**src/rtl/mem_pkg.sv**
```systemverilog
// Shared widths, FSM encoding and command/tag records for the port-B arbiter.
// Combinational logic only; no latency and no backpressure of its own.
package mem_pkg;

  localparam int DATA_WIDTH = 16;
  localparam int ADDR_WIDTH = 10;

  localparam logic [1:0] IDLE  = 2'd0;
  localparam logic [1:0] ISSUE = 2'd1;
  localparam logic [1:0] STALL = 2'd2;

  typedef enum logic [1:0] {
    ST_IDLE  = IDLE,
    ST_ISSUE = ISSUE,
    ST_STALL = STALL
  } state_t;

  typedef struct packed {
    logic                  we;
    logic [ADDR_WIDTH-1:0] addr;
    logic [DATA_WIDTH-1:0] data;
  } cmd_t;

  typedef struct packed {
    logic vld;
    logic id;
  } tag_t;

endpackage

```
**src/rtl/mem_port_arbiter_rr_pick2.sv**
```systemverilog
// Two-way round-robin picker: a lone request wins, a tie goes to the side not granted last.
// Zero latency; enable=0 suppresses every grant.
module rr_pick2 (
  input  logic req0,
  input  logic req1,
  input  logic last_grant,
  input  logic enable,
  output logic gnt0,
  output logic gnt1,
  output logic any
);

  always_comb begin
    gnt0 = 1'b0;
    gnt1 = 1'b0;
    if (enable) begin
      if (req0 && req1) begin
        gnt0 = last_grant;
        gnt1 = ~last_grant;
      end else begin
        gnt0 = req0;
        gnt1 = req1;
      end
    end
  end

  assign any = gnt0 | gnt1;

endmodule

```
**src/rtl/mem_port_arbiter.sv**
```systemverilog
// Arbitrates memory port B between two requesters; command on the bus 1 cycle after ack, read data 2 cycles after ack.
// A port-B write hitting a same-cycle port-A write to its address is held (no acks) until it can execute.
module mem_port_arbiter
  import mem_pkg::*;
(
  input  logic                  clk,
  input  logic                  reset,
  input  logic                  req0,
  input  logic                  req1,
  input  logic                  we0,
  input  logic                  we1,
  input  logic [ADDR_WIDTH-1:0] addr0,
  input  logic [ADDR_WIDTH-1:0] addr1,
  input  logic [DATA_WIDTH-1:0] wdata0,
  input  logic [DATA_WIDTH-1:0] wdata1,
  output logic                  ack0,
  output logic                  ack1,
  output logic                  rvalid0,
  output logic                  rvalid1,
  output logic [DATA_WIDTH-1:0] rdata0,
  output logic [DATA_WIDTH-1:0] rdata1,
  output logic [ADDR_WIDTH-1:0] mem_addr,
  output logic [DATA_WIDTH-1:0] mem_data,
  output logic                  mem_we,
  input  logic [DATA_WIDTH-1:0] mem_out,
  input  logic                  porta_we,
  input  logic [ADDR_WIDTH-1:0] porta_addr,
  output logic                  last_grant
);

  state_t state_q, state_d;
  cmd_t   cmd_q, win_cmd;
  tag_t   tag1_q, tag2_q;
  logic   last_grant_q;
  logic   on_bus, collision;
  logic   gnt0, gnt1, any;

  assign on_bus    = (state_q != ST_IDLE);
  assign collision = on_bus && cmd_q.we && porta_we && (porta_addr == cmd_q.addr);

  rr_pick2 u_pick (
    .req0       (req0),
    .req1       (req1),
    .last_grant (last_grant_q),
    .enable     (~collision),
    .gnt0       (gnt0),
    .gnt1       (gnt1),
    .any        (any)
  );

  always_comb begin
    win_cmd = '{we: we0, addr: addr0, data: wdata0};
    if (gnt1) win_cmd = '{we: we1, addr: addr1, data: wdata1};
  end

  always_comb begin
    state_d = ST_IDLE;
    if (collision)
      state_d = ST_STALL;
    else if (any)
      state_d = ST_ISSUE;
  end

  always_ff @(posedge clk) begin
    if (reset) begin
      state_q      <= ST_IDLE;
      cmd_q        <= '0;
      last_grant_q <= 1'b1;
      tag1_q       <= '0;
      tag2_q       <= '0;
    end else begin
      state_q <= state_d;
      // Only reads enter the tag pipe; a stalled cycle grants nothing, so it inserts a bubble.
      tag1_q  <= '{vld: any && !win_cmd.we, id: gnt1};
      tag2_q  <= tag1_q;
      if (!collision) begin
        if (any) begin
          cmd_q        <= win_cmd;
          last_grant_q <= gnt1;
        end else begin
          cmd_q.we <= 1'b0;
        end
      end
    end
  end

  assign ack0       = gnt0;
  assign ack1       = gnt1;
  assign mem_addr   = cmd_q.addr;
  assign mem_data   = cmd_q.data;
  assign mem_we     = cmd_q.we && !collision;
  assign rvalid0    = tag2_q.vld && !tag2_q.id;
  assign rvalid1    = tag2_q.vld && tag2_q.id;
  assign rdata0     = mem_out;
  assign rdata1     = mem_out;
  assign last_grant = last_grant_q;

endmodule

```
**config.mk**
```make
export PLATFORM = sky130hd
export DESIGN_NAME = mem_port_arbiter
export DESIGN_NICKNAME = d
export VERILOG_FILES = /design/src/rtl/mem_pkg.sv /design/src/rtl/mem_port_arbiter_rr_pick2.sv /design/src/rtl/mem_port_arbiter.sv
export SDC_FILE = /design/constraint.sdc
export NUM_CORES = 1
export LEC_CHECK = 0
export ABC_CLOCK_PERIOD_IN_PS = 5700
export BUFFER_PORTS_ARGS = -buffer_cell sky130_fd_sc_hd__buf_4
export CORE_MARGIN = 5
export CORE_UTILIZATION = 28
export CTS_BUF_LIST = sky130_fd_sc_hd__clkbuf_4
export DETAILED_ROUTE_END_ITERATION = 16
export SLEW_MARGIN = 30
export SYNTH_ARGS = -nofsm -noshare
export SYNTH_HDL_FRONTEND = slang
export SYNTH_HIERARCHICAL = 1
export SYNTH_SLANG_ARGS = --single-unit
```
**constraint.sdc**
```tcl
create_clock -name clk -period 5.7 [get_ports clk]
set_input_delay 1.14 -clock clk [delete_from_list [all_inputs] [get_ports clk]]
set_output_delay 1.14 -clock clk [all_outputs]
set_load 0.05 [all_outputs]
```
[Word level (Yosys, flattened, before mapping)]
Index checks and enable logic that the tools add are counted.
Word-level totals
  register bits after elaboration: 34
  output and inout port bits: 64
  word-level logic and storage cells: 36
Cells by class
  equal/unequal tests: 1
  muxes and demuxes: 8
  bitwise gates (word level): 3
  reductions and logical operators: 14
Operators by type and width (count)
  two-way mux 27 bit: 1
  == test 10 bit: 1
  logical AND 1 bit: 8
  two-way mux 1 bit: 6
  zero test 1 bit: 3
  two-way mux 2 bit: 1
  inverter 1 bit: 2
  AND reduction 2 bit: 1
  nonzero test 2 bit: 1
  OR reduction 2 bit: 1
  bitwise OR 1 bit: 1

[Longest topological paths before layout]
  word-level depth: 8
  mapped depth: 12
  mapped depth without buffers: 8

[Hierarchy]
The synthesis kept the hierarchy.
By module, submodules not included
  mem_port_arbiter: times used 1, cells each 242, area each 2383.5 µm², sequential area each 680.7 µm²
  rr_pick2: times used 1, cells each 6, area each 28.8 µm², sequential area each 0.0 µm²

[Worst setup path before layout]
Ideal clock, no wire load.
  path type: input-to-reg
  start: input port porta_addr[5]
  end: register cmd_q[26] (netlist bit)
  setup time: 143 ps
  arrival: 3996 ps
  data required time: 5557 ps
  path slack: 1562 ps
  cell stages on the path: 12
  buffers on the path: 4
  cells stage by stage: xor2_1 -> or4_4 -> or3_1 -> buf_6 -> buf_6 -> nand2_1 -> a21oi_1 -> buf_2 -> buf_1 -> mux2_2 -> nand2_1 -> a21oi_1
On the way
  longest elaborated chain between the ends: 5
  elaborated cells on any way between the ends: 7
  those cells by class: 1 x eq/ne; 4 x mux; 1 x bitwise; 1 x reduce/logical
RTL lines
  start, declared: RTL line mem_port_arbiter.sv:27  | input logic [ADDR_WIDTH-1:0] porta_addr,
  == test 10 bit (*): RTL line mem_port_arbiter.sv:39  | assign collision = on_bus && cmd_q.we && porta_we && (porta_addr == cmd_q.addr);
  logical AND 1 bit (*): RTL line mem_port_arbiter.sv:39
  two-way mux 1 bit (*): RTL line mem_port_arbiter_rr_pick2.sv:16  | if (enable) begin
  named net ack1: RTL line mem_port_arbiter.sv:17  | output logic ack1,
  two-way mux 27 bit or bitwise OR 1 bit (tied branches): RTL line mem_port_arbiter.sv:53, mem_port_arbiter_rr_pick2.sv:27
  two-way mux 1 bit (*): RTL line mem_port_arbiter.sv:77  | if (any) begin
  end signal, assigned: RTL line mem_port_arbiter.sv:78  | cmd_q <= win_cmd;
  end, declared: RTL line mem_port_arbiter.sv:32  | cmd_t cmd_q, win_cmd;
Mark *: on every way through the listed nets, which the timed path passes. The rest lies on a longest branch.
A chain may end at the register's enable or synchronous reset.

[Worst setup path after layout]
  start: input port porta_addr[5]
  end: output port mem_we
On the way
  longest elaborated chain between the ends: 4
RTL lines
  == test 10 bit: RTL line mem_port_arbiter.sv:39
  logical AND 1 bit: RTL line mem_port_arbiter.sv:39
  zero test 1 bit: RTL line mem_port_arbiter.sv:91  | assign mem_we = cmd_q.we && !collision;
  logical AND 1 bit: RTL line mem_port_arbiter.sv:91
  end, declared: RTL line mem_port_arbiter.sv:24  | output logic mem_we,
No other way between the ends.

==> results.py <==
metrics = {
    "layout": {
        "final_layout_size_suffix_gt1_share_pct": 48.94,
        "utilization_pct": 33.94,
        "synthToLayoutAreaGrowth_pct": 16.75,
        "final_area_sq_um": 2816,
        "diodes": 0,
        "finalNetCount": 368,
    },
    "clock_network": {
        "h-tree-depth": 2,
        "cts_resized": 0,
        "cts_root_buffer": "clkbuf_4",
        "cts_max_path_buffers": 2,
        "cts_sinks": 34,
        "cts_tree": "yes",
        "path_clk_slew_ns": 0.11,
        "numCtsBuffers": 5,
        "clk-insertion-delay-late_ns": 0.33,
        "hold_buffers": 0,
        "post_cts_buffers": 0,
    },
    "floorplanning": {
        "row_count": 33,
        "dieArea_sq_um": 10570,
        "core_sq_um": 8299,
        "dieHeight_um": 102.8,
        "die_w_um": 102.8,
        "start_util_pct": 29.07,
        "io_pins": 149,
    },
    "place": {
        "io_buffers": 100,
        "dp_slack_ns": 1.150,
        "dpl-instance-area_sq_um": 2763,
        "hpwl_mm": 4.126,
        "gp_congestion": 0.6883,
    },
    "critical_path": {
        "r2r_end": "mem_data[14]$_SDFFE_PP0P_",
        "r2r_slack_ns": 2.12,
        "endpoint_kind": "output pin",
        "start_kind": "input port",
        "critical_path_class": "input port to output pin",
        "crit_fanout": 34,
        "r2r_cells": 7,
        "startpoint": "porta_addr[5]",
        "r2r-start": "mem_addr[5]$_SDFFE_PP0P_",
        "cp.arrival_ns": 3.34,
        "worstPathRequired_ns": 4.56,
    },
    "yosys": {
        "synth_seq_cells": 34,
        "yosys-top-cells-count": "buf_4 (58), dfxtp_1 (34), and2_1 (29)",
        "yosys_warnings": 6,
        "syn_avg_cell_area_sq_um": 9.727,
        "yosysSeqAreaShare_pct": 28.22,
        "yosysTopAreaCellShare_pct": 28.22,
        "synth_edf_count": 0,
        "syn_area_sq_um": 2412,
        "synth_area_leaders": "dfxtp_1 (28%), buf_4 (18%), a221oi_2 (16%)",
        "synth_nets": 333,
        "synth_ff_type": "dfxtp_1",
        "synth.most_common_cell": "buf_4",
        "ys_async_sr_fraction_pct": 0,
        "synth_top_area_cell": "dfxtp_1",
        "ys_types": 29,
        "synthCells": 248,
    },
    "power": {
        "p_sw_share_pct": 34.84,
        "power_density_nw_per_um2": 220.0,
        "seq_power_share_pct": 43.4,
        "clkPwrFrac_pct": 20.9,
        "p_int_uw": 403.7,
        "ir_worst_vdd_mv": 0.07764,
        "p_comb_share_pct": 35.7,
        "switchingPower_uw": 215.8,
        "p_leak_uw": 0.001255,
    },
    "global_routing": {
        "antenna_found_initial": 0,
        "grt_max_degree": 35,
        "grt.overflow.total": 0,
        "first_global_vias": 1724,
        "grt_pass1_wl_mm": 8.431,
        "grt_use_total_pct": 10.27,
    },
    "worst_hold_path": {
        "min-delay-start": "tag1_q[1]$_SDFF_PP0_",
        "holdPathEnd": "tag2_q[1]$_SDFF_PP0_",
        "holdPathStages": 1,
        "hold_path_class": "flop to flop",
    },
    "route": {
        "avgViaCountPerCell": 4.267,
        "wirelength_met1_mm": 2.235,
        "route.met2.wl_mm": 2.525,
        "postRouteAntennaNets": 0,
        "vias": 1660,
        "wl_per_cell_um": 13.78,
        "highest_layer": "met4",
        "drc": 0,
        "wl_met3_um": 543,
        "wl_mm": 5.360,
        "drtPass1Iterations": 2,
        "drt_iter0_markers": 29,
    },
    "timing": {
        "finalCritPeriodShare_pct": 78.62,
        "worst_slew_pin_slew_ns": 0.9116,
        "period_needed_ns": 4.481,
        "slew-limit-headroom_pct": 39.22,
        "setup_slack_ns": 1.219,
        "hold_viol_final": 0,
        "fin_tns_setup_ns": 0,
        "rsz0062_at_grt": "false",
        "skew_ns": 0.01138,
        "max_freq_mhz": 223.2,
        "drv_slew": 0,
        "setup_violations": 0,
    },
    "outcome": {
        "outcome": "finished, final reports clean",
    },
    "job": {
        "drv_cap": 0,
    },
}
==> placed cells by master (no fill, tap or decap), types with 2 or more instances in the layout <==
| master | count |
|---|---|
| and2_1 | 29 |
| nand2_1 | 3 |
| a21oi_1 | 2 |
| buf_4 | 102 |
| a221oi_2 | 25 |
| xor2_1 | 3 |
| inv_1 | 27 |
| nor2b_1 | 4 |
| dfxtp_1 | 34 |
| clkbuf_4 | 6 |
| mux2i_1 | 26 |
| xnor2_1 | 7 |
==> cell type report <==
cell class / instances / area [sq um]
Fill cell: 875 / 5483
Multi-Input combinational cell: 113 / 1084
Timing Repair Buffer: 102 / 765.7
Sequential cell: 34 / 680.7
Tap cell: 105 / 131.4
Inverter: 27 / 101.3
Clock buffer: 6 / 45.04
Clock inverter: 2 / 8.758
==> worst max path at each step <==
stage / end / cells after the start
after floorplan: cmd_q[26]$_SDFFE_PP0N_ / 12
after global placement: mem_we / 6
after detailed placement: mem_addr[6]$_SDFFE_PP0P_ / 8
after CTS: mem_we / 6
after global routing: mem_we / 6
final: mem_we / 6
==> power by group through the flow <==
stage	clock network [uW]	registers, uW	logic (uW)
2_1_floorplan	0	273	227
3_3_place_gp	0	275	224
3_5_place_dp	0	275	225
4_1_cts	139	270	225
5_1_grt	150	272	238
6_report	130	269	221
==> stage by stage <==
stage                     cells  power (uW)  hold slack (ns)
after global routing        389       660.7           0.4706
after global placement      381       498.1           0.4302
after detailed placement    381       499.7           0.4300
final                       389       619.6           0.4489
after CTS                   389       634.0           0.4564
after floorplan             248       499.2           0.4138
==> sequential cells by signal, summed over array words and instances (netlist names) <==
signal      flops
mem_data       16
mem_addr       10
state_q         2
tag1_q          2
tag2_q          2
cmd_q           1
last_grant      1
==> metal layers <==
metal	global-route usage, %	vias to the layer above
met1	12.68	744
met3	3.992	5
met4	2.689	0
li1	-	850
met2	16.78	61
met5	0	-
==> cell families after synthesis <==
logic type             Yosys count  share of synthesized area (%)
AO/OA/AOI/OAI                   33                          18.46
buffers and inverters          101                          27.39
multiplexers                    27                          11.26
XOR/XNOR                        10                          3.631
flip-flops                      34                          28.22
AND/OR/NAND/NOR                 43                          11.05
==> critical path, cell delays in order <==
cell	delay [ns]
buf_4	0.11
xor2_1	0.15
or4_4	0.54
or3_2	0.89
and2_1	0.32
buf_4	0.18
(Power assumes the default switching activity.)
